<file path="src/rtl/rx_cpu_buf_if.sv">
// Purpose : CPU/RX-FIFO side bundle of the two-byte receive holding buffer.
// Latency : n/a (signal grouping only).
// Backpr. : n/a; the buffer throttles the FIFO through fifo_rd.
// Ports   : slave  = rx_cpu_buf (reads CPU/FIFO controls, drives status/data)
//           master = CPU + RX FIFO side (drives controls, reads status/data)
interface rx_cpu_buf_if;
    logic        rd_byte;     // consume oldest byte
    logic        rd_word;     // consume both bytes
    logic        flush;       // drop held and in-flight bytes
    logic        clr_err;     // clear sticky underflow
    logic        fifo_empty;  // RX FIFO has no data
    logic [7:0]  fifo_q;      // RX FIFO data, valid the cycle after fifo_rd
    logic        fifo_rd;     // pop request to RX FIFO
    logic [15:0] q;           // {oldest, next}
    logic [1:0]  count;       // bytes held: 0..2
    logic        empty;
    logic        full;
    logic        underflow;   // sticky illegal-read flag

    modport slave (
        input  rd_byte, rd_word, flush, clr_err, fifo_empty, fifo_q,
        output fifo_rd, q, count, empty, full, underflow
    );

    modport master (
        output rd_byte, rd_word, flush, clr_err, fifo_empty, fifo_q,
        input  fifo_rd, q, count, empty, full, underflow
    );
endinterface

</file>
<file path="src/rtl/rx_cpu_buf.sv">
// Purpose : two-byte CPU read buffer in front of an RX FIFO (byte/word reads).
// Latency : reads take effect right after the edge; FIFO bytes show 2 edges after fifo_rd.
// Backpr. : pops only while held + in-flight bytes < 2; reads never credit room early.
// Ports   : clk, reset (async, active-high); bus = rx_cpu_buf_if.slave carrying
//           CPU controls (rd_byte/rd_word/flush/clr_err), FIFO side (fifo_empty,
//           fifo_q, fifo_rd) and status/data (q, count, empty, full, underflow).
module rx_cpu_buf (
    input  logic        clk,
    input  logic        reset,
    rx_cpu_buf_if.slave bus
);
    logic [7:0] r_u;          // oldest byte (index 0)
    logic [7:0] r_l;          // next byte (index 1)
    logic [1:0] r_count;
    logic       r_pending;    // a FIFO byte lands on fifo_q this cycle
    logic       r_underflow;

    logic       w_rd_byte;
    logic       w_rd_word;
    logic       w_legal_byte;
    logic       w_legal_word;
    logic       w_illegal;
    logic [1:0] w_count_rd;   // count after any legal read this cycle
    logic [2:0] w_occupancy;  // held + in-flight, one bit wider so 2+1 cannot wrap
    logic       w_fifo_rd;

    // rd_byte has priority; a simultaneous rd_word is dropped.
    assign w_rd_byte    = bus.rd_byte;
    assign w_rd_word    = bus.rd_word & ~bus.rd_byte;
    assign w_legal_byte = w_rd_byte & (r_count != 2'd0);
    assign w_legal_word = w_rd_word & (r_count == 2'd2);
    assign w_illegal    = (w_rd_byte & (r_count == 2'd0)) |
                          (w_rd_word & (r_count != 2'd2));

    always_comb begin
        w_count_rd = r_count;
        if (w_legal_byte) begin
            w_count_rd = r_count - 2'd1;
        end else if (w_legal_word) begin
            w_count_rd = 2'd0;
        end
    end

    // Room is judged on the registered state only, so a read in the same
    // cycle does not open a slot until the next cycle.
    assign w_occupancy = {1'b0, r_count} + {2'b00, r_pending};
    assign w_fifo_rd   = ~reset & ~bus.flush & ~bus.fifo_empty & (w_occupancy < 3'd2);

    always_ff @(posedge clk or posedge reset) begin
        if (reset) begin
            r_u         <= 8'h00;
            r_l         <= 8'h00;
            r_count     <= 2'd0;
            r_pending   <= 1'b0;
            r_underflow <= 1'b0;
        end else begin
            r_pending <= w_fifo_rd;

            // Set beats clear; flush masks reads entirely.
            if (w_illegal && !bus.flush) begin
                r_underflow <= 1'b1;
            end else if (bus.clr_err) begin
                r_underflow <= 1'b0;
            end

            if (bus.flush) begin
                r_count <= 2'd0;
            end else begin
                if (w_legal_byte) begin
                    r_u <= r_l;
                end
                // Arrival slot follows the post-read count; a later write to
                // r_u here overrides the shift above when the buffer drained.
                if (r_pending) begin
                    if (w_count_rd == 2'd0) begin
                        r_u <= bus.fifo_q;
                    end else begin
                        r_l <= bus.fifo_q;
                    end
                end
                r_count <= w_count_rd + {1'b0, r_pending};
            end
        end
    end

    assign bus.fifo_rd   = w_fifo_rd;
    assign bus.q         = {r_u, r_l};
    assign bus.count     = r_count;
    assign bus.empty     = (r_count == 2'd0);
    assign bus.full      = (r_count == 2'd2);
    assign bus.underflow = r_underflow;
endmodule

</file>
<file path="src/flat_wrapper.sv">
// flat-port wrapper written by rule: the top's interface ports become plain ports
module rx_cpu_buf_flat 
  (clk, reset, bus_rd_byte, bus_rd_word, bus_flush, bus_clr_err, bus_fifo_empty, bus_fifo_q, bus_fifo_rd, bus_q, bus_count, bus_empty, bus_full, bus_underflow);
  rx_cpu_buf_if bus_i ();
  input  logic clk;
  input  logic reset;
  input wire logic [$bits(bus_i.rd_byte)-1:0] bus_rd_byte;
  input wire logic [$bits(bus_i.rd_word)-1:0] bus_rd_word;
  input wire logic [$bits(bus_i.flush)-1:0] bus_flush;
  input wire logic [$bits(bus_i.clr_err)-1:0] bus_clr_err;
  input wire logic [$bits(bus_i.fifo_empty)-1:0] bus_fifo_empty;
  input wire logic [$bits(bus_i.fifo_q)-1:0] bus_fifo_q;
  output wire logic [$bits(bus_i.fifo_rd)-1:0] bus_fifo_rd;
  output wire logic [$bits(bus_i.q)-1:0] bus_q;
  output wire logic [$bits(bus_i.count)-1:0] bus_count;
  output wire logic [$bits(bus_i.empty)-1:0] bus_empty;
  output wire logic [$bits(bus_i.full)-1:0] bus_full;
  output wire logic [$bits(bus_i.underflow)-1:0] bus_underflow;
  assign bus_i.rd_byte = bus_rd_byte;
  assign bus_i.rd_word = bus_rd_word;
  assign bus_i.flush = bus_flush;
  assign bus_i.clr_err = bus_clr_err;
  assign bus_i.fifo_empty = bus_fifo_empty;
  assign bus_i.fifo_q = bus_fifo_q;
  assign bus_fifo_rd = bus_i.fifo_rd;
  assign bus_q = bus_i.q;
  assign bus_count = bus_i.count;
  assign bus_empty = bus_i.empty;
  assign bus_full = bus_i.full;
  assign bus_underflow = bus_i.underflow;
  rx_cpu_buf u_core (.clk(clk), .reset(reset), .bus(bus_i));
endmodule
</file>
<file path="config.mk">
export PLATFORM = sky130hd
export DESIGN_NAME = rx_cpu_buf_flat
export DESIGN_NICKNAME = d
export VERILOG_FILES = /design/src/rtl/rx_cpu_buf_if.sv /design/src/rtl/rx_cpu_buf.sv /design/src/flat_wrapper.sv
export SDC_FILE = /design/constraint.sdc
export NUM_CORES = 1
export LEC_CHECK = 0
export BUFFER_PORTS_ARGS = -buffer_cell sky130_fd_sc_hd__buf_2
export CAP_MARGIN = 20
export CORE_UTILIZATION = 46
export CTS_BUF_LIST = sky130_fd_sc_hd__clkbuf_4 sky130_fd_sc_hd__clkbuf_8
export DETAILED_ROUTE_END_ITERATION = 10
export PLACE_DENSITY = 0.82
export SLEW_MARGIN = 20
export SYNTH_ARGS = -nofsm -noshare
export SYNTH_HDL_FRONTEND = slang
export SYNTH_SLANG_ARGS = --single-unit
</file>
<file path="constraint.sdc">
create_clock -name clk -period 1.88 [get_ports clk]
set_input_delay 0.376 -clock clk [delete_from_list [all_inputs] [get_ports clk]]
set_output_delay 0.376 -clock clk [all_outputs]
set_load 0.02 [all_outputs]
</file>
=== After elaboration in Yosys (flattened, before gate mapping) ===
Cells that the tools add are included.

* Input port bits: 15
* Output and inout bits: 22
* Logic and storage cells: 40
* Register bits after elaboration: 20

* Eq/ne operators: 2
* Reductions and logical operators: 7
* Mux-type cells: 8
* Add/subtract/negate cells: 3
* Order comparisons: 1
* Bitwise operators: 14

{| class="wikitable"
|+ Operator list
! kind !! number
|-
| 8-bit 2-to-1 mux || 3
|-
| 1-bit AND || 8
|-
| 2-bit 2-to-1 mux || 3
|-
| 1-bit NOT || 5
|-
| 2-bit logical NOT || 2
|-
| 2-bit nonzero test || 2
|-
| 2-bit by 1-bit adder with 3-bit output || 1
|-
| 3-bit by 2-bit < comparator with 1-bit output (second input constant) || 1
|-
| 3-bit AND reduction || 1
|-
| 2-bit by 1-bit adder with 2-bit output || 1
|-
| 2-bit == test (second input constant) || 1
|-
| 1-bit 2-to-1 mux || 2
|-
| 2-bit != test (second input constant) || 1
|-
| 2-bit by 1-bit subtractor with 2-bit output (second input constant) || 1
|-
| 1-bit logical AND || 1
|-
| 1-bit logical NOT || 1
|-
| 1-bit OR || 1
|}

=== Longest topological paths before layout ===
Gate-level depths: netlist (run 1).

* Depth after elaboration: 8
* Depth in mapped cells: 9
* Mapped depth without buffers: 8

=== Least setup slack after synthesis (run 1) ===
OpenSTA, ideal clock, no wires.

* Path type: reg-to-reg
* Start point: register u_core.r_count[0], in the netlist u_core.bus.count[0]
* End point: register u_core.r_l[0]
* Library setup time: 0.125 ns
* Setup slack: -0.294 ns
* Data required time: 1.755 ns
* Path buffers: 1
* Stages on the path, launching flop included: 8
* Period minus slack after synthesis: 2.174 ns
* Arrival: 2.049 ns
* Cells stage by stage: dfrtp_1 > inv_1 > ha_1 > nor3b_1 > a311oi_2 > buf_6 > a21oi_4 > mux2_2

* Longest elaborated chain between the ends: 7
* Elaborated cells between the ends (all ways): 10
* Classes of those cells: add/sub: 1; eq/ne: 1; mux: 2; bitwise: 3; reduce/logical: 3

{| class="wikitable"
|+ Ends and longest elaborated chain
! item !! RTL line !! RTL
|-
| from (decl) || rx_cpu_buf.sv:14 || <nowiki>logic [1:0] r_count;</nowiki>
|-
| from (signal assigned) || rx_cpu_buf.sv:81 || <nowiki>r_count <= w_count_rd + {1'b0, r_pending};</nowiki>
|-
| 2-bit == test || rx_cpu_buf.sv:31 || <nowiki>assign w_legal_word = w_rd_word & (r_count == 2'd2);</nowiki>
|-
| 1-bit AND || rx_cpu_buf.sv:31 ||
|-
| 2-bit 2-to-1 mux || rx_cpu_buf.sv:39 || <nowiki>end else if (w_legal_word) begin</nowiki>
|-
| 2-bit 2-to-1 mux (*) || rx_cpu_buf.sv:37 || <nowiki>if (w_legal_byte) begin</nowiki>
|-
| 2-bit logical NOT (*) || rx_cpu_buf.sv:75 || <nowiki>if (w_count_rd == 2'd0) begin</nowiki>
|-
| 1-bit NOT (no source line) (*) || n/a ||
|-
| 3-bit AND reduction (no source line) (*) || n/a ||
|-
| to (signal assigned) || rx_cpu_buf.sv:78 || <nowiki>r_l <= bus.fifo_q;</nowiki>
|-
| to (decl) || rx_cpu_buf.sv:13 || <nowiki>logic [7:0] r_l;</nowiki>
|}

Mark *: on every way between the ends. The rest lies on a longest branch, timed or not.
A chain may end at the register's enable or synchronous reset.

=== Worst setup path after layout (run 1) ===
* Start point: register u_core.r_count[1], in the netlist u_core.bus.count[1]
* End point: output bus_fifo_rd

* Longest elaborated chain between the ends: 3

{| class="wikitable"
|+ Ends and longest elaborated chain
! item !! RTL line !! RTL
|-
| 2-bit by 1-bit adder with 3-bit output || rx_cpu_buf.sv:46 || <nowiki>assign w_occupancy = {1'b0, r_count} + {2'b00, r_pending};</nowiki>
|-
| 3-bit by 2-bit < comparator with 1-bit output || rx_cpu_buf.sv:47 || <nowiki>assign w_fifo_rd = ~reset & ~bus.flush & ~bus.fifo_empty & (w_occupancy < 3'd2);</nowiki>
|-
| 1-bit AND || rx_cpu_buf.sv:47 ||
|-
| to (decl) || flat_wrapper.sv:13 || <nowiki>output wire logic [$bits(bus_i.fifo_rd)-1:0] bus_fifo_rd;</nowiki>
|}

No other way between the ends.

==> results.toml, run 1 <==
[logic_synthesis]
post-synth-top-count-cell = "dfrtp_1"
synthTopCellsByCount = "20 x dfrtp_1, 10 x nand2_1, 9 x nor2b_1"
yosysTopAreaCell = "dfrtp_1"
synth_top_cell_area_share_pct = 46.73
synth_nets = 114
synth_edf_count = 0
synthCells = 96
ys_seq_elements = 20
synth.cell_area_mm2 = 0.001071
syn_area_per_cell_um2 = 11.16
synth_cell_types = 28
ys.flop_type = "dfrtp_1"
ys_seq_area_share_pct = 46.73
synthArstFlopShare_pct = 100.0
synth_area_leaders = "dfrtp_1 47%, a221o_1 7.5%, mux2_2 7.4%, nor2b_1 5.3%, a31oi_1 4.7%"
synth_warnings = 0

[layout]
num-nets-final = 176
layout-drive-gt1-share_pct = 58.60
antenna_cells = 0
area_growth_pct = 49.65

[clock_tree]
tritoncts = "yes"
cts_buffers = 3
cts_max_level = 1
root_buffer = "clkbuf_4"
path_clk_slew_ns = 0.12
postCtsHoldBufs = 0
cts.path.max_buffers = 2
clock_sinks = 20
clkLatencyLatePin_ns = 0.32

[critical_path]
r2r-start = "u_core.bus.count[1]$_DFF_PP0_"
required_ns = 1.50
path_class = "flop to primary output"
path_buf_inv = 2
cp_data_arrival_time_ns = 1.65
path_cells = "buf_6, or4_4, a21oi_4, buf_6"
startpoint_type = "flop"
critPathSlowestCell = "dfrtp_2"
crit_path_end_kind = "primary output"
cp-startpoint = "u_core.bus.count[1]$_DFF_PP0_"
cp_max_fo = 3
cp_top_family = "flip-flops"
cp_slowest_stage_delay_ns = 0.46
crit_top_cell = "buf_6"

[detailed_routing]
antenna_left = 0
wl_met3_um = 134
drt_iter0_markers = 12
first_pass_iters = 4
wl_met2_um = 1567
drt-total-wl_um = 3010
vias_per_cell = 5.681
drt-met1-wl_um = 1159
top_layer = "met4"
wl_per_cell_um = 16.27
drc = 0
vias = 1051

[pwr]
p_clk_share_pct = 14.3
combPwrFrac_pct = 55.3
netSwitchingPower_w = 0.001006
seqPwrFrac_pct = 30.4
powerDensity_mw_per_mm2 = 1550
intPower_w = 0.001478
p_leak_nw = 0.7942
swShare_pct = 40.49
peakVddDrop_v = 0.001228

[global_routing]
grt_pass1_vias = 1053
antenna_found_initial = 0
grt_pass1_wl_um = 4843
overflow = 0
grt_usage_pct = 27.11
grt_max_degree = 21

[timing]
max_clock_freq_mhz = 494.8
drv_slew = 0
fin_tns_setup_ns = -1.497
worst_slew_pin_slew_ns = 0.7576
setup_slack_ns = -0.1411
post-route-min-period_ns = 2.021
finalClockSkew_ns = 0.01449
setup_viol = 19
rsz0062_at_grt = "true"
relSlewSlack_pct = 49.44
fin_crit_sh_pct = 107.5
hold_viol_final = 0

[placement]
place_ws_ns = -0.1112
gp_congestion = 0.8574
io_buffers = 36
dp_hpwl_um = 1984

[worst_hold_path]
hold_path_class = "input pin to asynchronous set/reset pin"

[floorplanning]
io_pins = 37
dieArea_mm2 = 0.002525
die_w_um = 50.25
fp.dieH_um = 50.25
start_util_pct = 48.42
core_mm2 = 0.002212
rows = 17

[outcome]
violations = "negative setup slack"
outcome = "finished with violations"

[run]
cap_viol_max_count = 0
==> layout make-up <==
class	count	area (um2)
fillers	156	609.3
multi-input cells	64	583.1
flip-flops and latches	20	503.0
repair buffers	62	400.4
well taps	28	35.03
clock inverters	1	30.03
inverters	7	28.78
clock buffers	3	22.52
==> flip-flops by register name, summed over array words and instances, names as in the netlist <==
register,cells
u_core.r_l,8
u_core.r_u,8
u_core.bus.count,2
u_core.bus.underflow,1
u_core.r_pending,1
==> placed cells by master (no fill, tap or decap) <==
| master | synthesis | final |
|---|---|---|
| a31oi_1 | 8 | 8 |
| buf_6 | 1 | 6 |
| mux2_2 | 7 | 7 |
| dfrtp_2 | 0 | 2 |
| ha_1 | 3 | 1 |
| a311oi_2 | 1 | 1 |
| mux2_4 | 1 | 1 |
| inv_1 | 7 | 4 |
| nor2_1 | 2 | 2 |
| inv_2 | 0 | 2 |
| inv_4 | 0 | 1 |
| a32oi_2 | 1 | 1 |
| buf_4 | 1 | 21 |
| buf_2 | 1 | 35 |
| bufinv_16 | 0 | 1 |
| dfrtp_1 | 20 | 18 |
| a21oi_1 | 2 | 1 |
| a41oi_4 | 0 | 1 |
| ha_4 | 0 | 2 |
| nand2b_1 | 1 | 1 |
| clkbuf_4 | 0 | 3 |
| nand2_1 | 10 | 9 |
| nand2_4 | 0 | 1 |
| xor2_1 | 1 | 1 |
| a21oi_4 | 1 | 2 |
| nor2b_1 | 9 | 9 |
| nor3b_2 | 1 | 2 |
| and3_2 | 0 | 1 |
| a221o_1 | 8 | 8 |
| o22ai_1 | 1 | 1 |
| or2b_1 | 1 | 1 |
| or4_4 | 0 | 1 |
| a22oi_1 | 1 | 1 |
| and3_4 | 0 | 1 |
==> worst paths after layout <==
kind / slack, ns / cells past startpoint / endpoint
worst max-delay path: -0.14 / 4 / bus_fifo_rd
worst min-delay path: 0.18 / 2 / u_core.r_u[0]$_DFFE_PP0N_
worst max register to register: -0.11 / 7 / u_core.r_u[4]$_DFFE_PP0N_
worst min register to register: 0.53 / 1 / u_core.r_u[2]$_DFFE_PP0N_
max in group asynchronous: 1.18 / 2 / u_core.bus.count[1]$_DFF_PP0_
min in group clk: 0.24 / 2 / u_core.bus.underflow$_DFFE_PP0P_
==> through the flow <==
stage                     total power (W)  utilization, %  cells  hold slack [ns]  instance area, um2
after floorplan                  0.001536               -     96           0.3397                1099
after global placement           0.001935           63.74    172           0.4935                1410
after detailed placement         0.001984           63.74    172           0.5033                1410
after CTS                        0.002444           71.83    187           0.2091                1589
after global routing             0.002614           72.45    185           0.2422                1603
final                            0.002484           72.45    185           0.1812                1603
==> cell families after synthesis <==
family                     after synthesis  synth area share [%]
and+or+nand+nor                         28                 14.49
AOI/OAI and AO/OA                       24                 20.33
DFF                                     20                 46.73
buffers and inverters                   12                 5.374
muxes                                    8                 8.762
adders and majority gates                3                 3.505
xor gates and xnor gates                 1                0.8179
==> per-layer routing <==
layer,track usage (%),up-vias
met5,0,-
met4,16.67,0
met3,7.879,17
met2,48.00,35
met1,27.66,525
li1,-,474
==> power by group through the flow <==
| stage | sequential, W | combinational, W | clock (W) |
|---|---|---|---|
| 2_1_floorplan | 0.000989 | 0.000548 | 0 |
| 3_3_place_gp | 0.000742 | 0.00119 | 0 |
| 3_5_place_dp | 0.000756 | 0.00123 | 0 |
| 4_1_cts | 0.000750 | 0.00134 | 0.000355 |
| 5_1_grt | 0.000776 | 0.00147 | 0.000372 |
| 6_report | 0.000755 | 0.00137 | 0.000356 |
==> worst reg2reg max path, stage by stage, from the launching register on <==
cell and delay (ns):
dfrtp_2 0.46, inv_2 0.10, ha_4 0.17, or2b_1 0.24
a32oi_2 0.19, buf_4 0.15, a41oi_4 0.19, a221o_1 0.37
==> what timing repair did <==
item | in CTS | in global routing
gates cloned | 0 | 0
pin swaps | 2 | 3
buffers inserted | 11 | 1
gates resized for setup | 11 | 7
setup endpoints to repair | 19 | 20
Power figures use the tool's default switching activity.
==> run 2: changes to the inputs <==
--- a/config.mk
+++ b/config.mk
@@ -9,2 +9,3 @@
 export CAP_MARGIN = 20
+export CORE_MARGIN = 2
 export CORE_UTILIZATION = 46
@@ -12,2 +13,3 @@
 export DETAILED_ROUTE_END_ITERATION = 10
+export GPL_TIMING_DRIVEN = 0
 export PLACE_DENSITY = 0.82
--- a/constraint.sdc
+++ b/constraint.sdc
@@ -3,2 +3,2 @@
 set_output_delay 0.376 -clock clk [all_outputs]
-set_load 0.02 [all_outputs]
+set_load 0.1 [all_outputs]
==> run 2 against run 1 <==
- register-to-register slack lost 0.07 ns
- clock skew decreased by 0.0099 ns
- critical path type is now flop to flop
- die area is 8.1% higher
- core utilization fell by 1.1 points
- cell area shrank 1.5%
- sequential share of layout area up 0.79 points
- cell count down 4.3%
- the flow still finishes with violations (negative setup slack)
==> results.toml, run 2 (synthesis gave the netlist of run 1 again) <==
[outcome]
outcome = "finished with violations"
violations = "negative setup slack"

[timing]
hold_viol_final = 0
setup_viol = 20
worst_slew_pin_slew_ns = 0.7556
fin_crit_sh_pct = 109.5
setup_slack_ns = -0.1786
rsz0062_at_grt = "true"
worst_hold_slack_ns = 0.1835
max_clock_freq_mhz = 485.8
post-route-min-period_ns = 2.059
finalClockSkew_ns = 0.004545
relSlewSlack_pct = 49.57
drv_slew = 0

[critical_path]
path_cells = "inv_4, ha_4, or2b_1, a32oi_2, buf_4, a41oi_4, a221o_1"
rrSetupSlack_ns = -0.18
r2r-end = "u_core.r_u[4]$_DFFE_PP0N_"
cp_data_arrival_time_ns = 2.27
crit_path_end_kind = "flop"
path_class = "flop to flop"
startpoint_type = "flop"
cp_max_fo = 8
r2r-start = "u_core.bus.count[0]$_DFF_PP0_"
critPathSlowestCell = "dfrtp_4"
path_buf_inv = 2
required_ns = 2.09
ff2ff_path_depth = 7
cp_top_family = "compound AO/OA/AOI/OAI gates"
cp_slowest_stage_delay_ns = 0.51

[global_routing]
use_met3_pct = 6.000
grt_util_met2_pct = 41.56
grt_pass1_vias = 968
antenna_found_initial = 0
met1_usage_pct = 27.89
grt_max_degree = 21
busiest_layer = "met2"
overflow = 0
grt_pass1_wl_um = 4505
grt_usage_pct = 23.22

[detailed_routing]
first_pass_iters = 4
wl_per_cell_um = 16.47
drc = 0
drt-total-wl_um = 2916
antenna_left = 0
vias = 979
vias_per_cell = 5.531
drt_iter0_markers = 20

[layout]
layout-drive-gt1-share_pct = 54.36
final_cell_mix = "35 x buf_2, 18 x dfrtp_1, 9 x nand2_1, 9 x nor2b_1, 9 x buf_4"
fin_cells = 177
num-nets-final = 168
area_growth_pct = 47.43
seq_area_um2 = 508.0
final_cell_area_mm2 = 0.001579
nFillCells = 164
antenna_cells = 0
layout_commonest_cell = "buf_2"
multi_input_area_um2 = 598.1

[clock_tree]
clock_sinks = 20
clkLatencyLatePin_ns = 0.32
cts.path.max_buffers = 2
root_buffer = "clkbuf_4"
path_clk_slew_ns = 0.12
cts_max_level = 1
postCtsHoldBufs = 0
tritoncts = "yes"
cts_buffers = 3

[floorplanning]
die_w_um = 52.25
core_mm2 = 0.002212
rows = 17
start_util_pct = 48.42
dieArea_mm2 = 0.002730
io_pins = 37
fp.dieH_um = 52.25

[placement]
dp_hpwl_um = 1769
dp_cells = 160
gp_congestion = 0.7728
placed_area_mm2 = 0.001336
io_buffers = 36

[run]
cap_viol_max_count = 0

[worst_hold_path]
hold_path_class = "input pin to asynchronous set/reset pin"
[run 2: layout make-up]
class                           count  area share [%]
Multi-Input combinational cell     64           37.88
Sequential cell                    20           32.17
Timing Repair Buffer               49           20.21
Buffer                              5           2.219
Tap cell                           28           2.219
Inverter                            7           1.981
Clock inverter                      1           1.902
Clock buffer                        3           1.426
[run 2: metal layers]
layer | part of all wire (%) | wire length [um]
met1 | 41 | 1198
met2 | 54 | 1584
met3 | 4.2 | 122
met4 | 0.34 | 10
met5 | 0 | 0
[run 2: how the worst max path moves through the flow]
stage                                endpoint                           from  slack (ns)  cells after the start
finish              u_core.r_u[4]$_DFFE_PP0N_  u_core.bus.count[0]$_DFF_PP0_       -0.18                      7
global route        u_core.r_u[7]$_DFFE_PP0N_  u_core.bus.count[0]$_DFF_PP0_       -0.26                      7
global placement                  bus_fifo_rd                      bus_flush       -0.16                      4
CTS                 u_core.r_u[6]$_DFFE_PP0N_  u_core.bus.count[0]$_DFF_PP0_       -0.15                      7
detailed placement  u_core.r_u[6]$_DFFE_PP0N_  u_core.bus.count[0]$_DFF_PP0_       -0.17                      6
floorplan           u_core.r_l[0]$_DFFE_PP0P_  u_core.bus.count[0]$_DFF_PP0_       -0.42                      7
[run 2: through the flow]
stage                     setup slack (ns)  TNS (ns)  utilization [%]
after CTS                          -0.1511    -1.960            70.14
after floorplan                    -0.4152    -7.757                -
after detailed placement           -0.1747    -2.816            60.41
after global routing               -0.2568    -3.731            71.38
final                              -0.1786    -2.157            71.38
after global placement             -0.1553    -2.140            60.41
[run 2: timing repair]
item	in CTS	in global routing
gates resized for setup	11	6
pin swaps	5	4
setup buffers	12	1
endpoints found under the setup margin	21	21
Power of run 2 is not shown: default switching activity piles up to over one toggle a cycle in this logic, so the estimate is an artifact.
==> run 3: changes to the inputs <==
--- a/constraint.sdc
+++ b/constraint.sdc
@@ -3,2 +3,2 @@
 set_output_delay 0.376 -clock clk [all_outputs]
-set_load 0.1 [all_outputs]
+set_load 0.005 [all_outputs]
==> run 3 against run 2 <==
- the run still ends with negative setup slack left
- count of clock-buffer cells in the layout increased by 1
- global-route usage decreased by 2.8 points
- sequential cell count unchanged
- fmax increased by 1.9%
- via count increased by 1.5%
- register-to-register slack improved by 0.04 ns
- cell count decreased by 2.3%
- first-iteration DRC count increased by 100%
- wire length decreased by 4.6%
- hold slack got worse by 0.0096 ns
- critical path type unchanged
- largest cell class unchanged
- highest routed layer unchanged
==> results.toml, run 3 (synthesis gave the netlist of run 1 again) <==
[outcome]
outcome = "finished with violations"
violations = "negative setup slack"

[floorplanning]
start_util_pct = 48.42
fp.dieH_um = 52.25
io_pins = 37
rows = 17
dieArea_mm2 = 0.002730
die_w_um = 52.25
core_mm2 = 0.002212

[detailed_routing]
vias = 994
wl_per_cell_um = 16.09
vias_per_cell = 5.746
drt_iter0_markers = 40
antenna_left = 0
drt-total-wl_um = 2783
first_pass_iters = 4
drc = 0

[timing]
finalClockSkew_ns = 0.006943
fin_crit_sh_pct = 107.5
drv_slew = 0
rsz0062_at_grt = "true"
setup_slack_ns = -0.1406
relSlewSlack_pct = 50.49
post-route-min-period_ns = 2.021
worst_hold_slack_ns = 0.1739
max_clock_freq_mhz = 494.9
worst_slew_pin_slew_ns = 0.7418
setup_viol = 17
hold_viol_final = 0

[critical_path]
path_cells = "inv_2, ha_4, or2b_1, a32oi_4, buf_6, a21oi_4, buf_6, mux2_4"
cp_num_cells = 8
ff2ff_path_depth = 8
timing.critical_path.to = "u_core.r_l[3]$_DFFE_PP0P_"
path_buf_inv = 3
required_ns = 2.09
cp_top_family = "flip-flops"
cp_data_arrival_time_ns = 2.23
r2r-start = "u_core.bus.count[1]$_DFF_PP0_"
critPathSlowestCell = "dfrtp_1"
startpoint_type = "flop"
cp_max_fo = 7
cp_slowest_stage_delay_ns = 0.45
path_class = "flop to flop"
crit_top_cell = "buf_6"
crit_path_end_kind = "flop"
r2r-end = "u_core.r_l[3]$_DFFE_PP0P_"
cp-startpoint = "u_core.bus.count[1]$_DFF_PP0_"
rrSetupSlack_ns = -0.14

[layout]
layout_commonest_cell = "buf_2"
antenna_cells = 0
final_cell_mix = "37 x buf_2, 19 x dfrtp_1, 10 x nand2_1"
fin_cells = 173
area_growth_pct = 40.77
layout-drive-gt1-share_pct = 52.41
num-nets-final = 164

[clock_tree]
clock_sinks = 20
cts.path.max_buffers = 2
cts_max_level = 1
clkLatencyLatePin_ns = 0.31
root_buffer = "clkbuf_4"
tritoncts = "yes"
path_clk_slew_ns = 0.12
cts_buffers = 3
postCtsHoldBufs = 0

[global_routing]
grt_pass1_wl_um = 4112
grt_pass1_vias = 918
overflow = 0
grt_max_degree = 21
grt_usage_pct = 20.46
antenna_found_initial = 0

[worst_hold_path]
hold_path_class = "input pin to asynchronous set/reset pin"

[placement]
dp_hpwl_um = 1789
gp_congestion = 0.7475
dp_cells = 160
io_buffers = 36

[pwr]
p_leak_nw = 0.7227
powerDensity_mw_per_mm2 = 1423
peakVddDrop_v = 0.0007731

[run]
cap_viol_max_count = 0
[run 3: layer usage]
| metal | part of all wire, % | GRT usage, % | vias up | wire length, um |
|---|---|---|---|---|
| li1 | - | - | 450 | - |
| met1 | 39 | 24.54 | 493 | 1098 |
| met2 | 53 | 36.29 | 48 | 1486 |
| met3 | 6.4 | 3.714 | 3 | 177 |
| met4 | 0.72 | 7.692 | 0 | 20 |
| met5 | 0 | 0 | - | 0 |
[run 3: worst min-delay path by stage]
| stage | cells after the start | start | end | slack [ns] |
|---|---|---|---|---|
| floorplan | 1 | reset | u_core.bus.count[0]$_DFF_PP0_ | 0.34 |
| CTS | 2 | reset | u_core.r_l[1]$_DFFE_PP0P_ | 0.21 |
| global route | 2 | reset | u_core.r_l[1]$_DFFE_PP0P_ | 0.25 |
| detailed placement | 1 | u_core.r_u[6]$_DFFE_PP0N_ | u_core.r_u[6]$_DFFE_PP0N_ | 0.50 |
| finish | 2 | reset | u_core.r_l[1]$_DFFE_PP0P_ | 0.17 |
| global placement | 1 | u_core.r_u[2]$_DFFE_PP0N_ | u_core.r_u[2]$_DFFE_PP0N_ | 0.49 |
[run 3: cell type report]
class,count,area (um2)
clock buffer,4,36.28
sequential,20,501.7
inverter,7,28.78
tap,28,35.03
buffer,5,35.03
fill,173,704.4
multi-input combinational,64,611.8
timing repair buffer,45,259.0
[run 3: stage by stage]
stage / worst slack, ns / util, % / power [W] / TNS, ns / area (um2)
global placement: -0.1324 / 58.99 / 0.001576 / -1.894 / 1305
detailed placement: -0.1818 / 58.99 / 0.001616 / -2.839 / 1305
finish: -0.1406 / 68.16 / 0.002145 / -1.614 / 1508
global route: -0.1993 / 68.16 / 0.002268 / -2.781 / 1508
floorplan: 0.003745 / - / 0.001282 / 0 / 1090
CTS: -0.07375 / 64.71 / 0.002025 / -0.8459 / 1431
[run 3: worst register-to-register path, delay by kind of cell (launching register included)]
kind,cells,cell delay (ns)
buffers and inverters,3,0.39
AO/OA/AOI/OAI,2,0.33
AND/OR/NAND/NOR,1,0.27
flip-flops,1,0.45
multiplexers,1,0.29
adder cells (fa/ha/maj),1,0.18
[run 3: what timing repair did]
action / 4_1_cts / 5_1_grt
setup buffers: 3 / 4
setup endpoints to repair: 19 / 19
pin swaps: 9 / 6
cloned: 2 / 0
resized for setup: 10 / 11
[run 3: where the power goes]
part / internal (W) / switching (W)
clock network: 0.000118 / 0.000146
logic: 0.000626 / 0.000507
registers: 0.000619 / 0.000128
total: 0.00136 / 0.000781
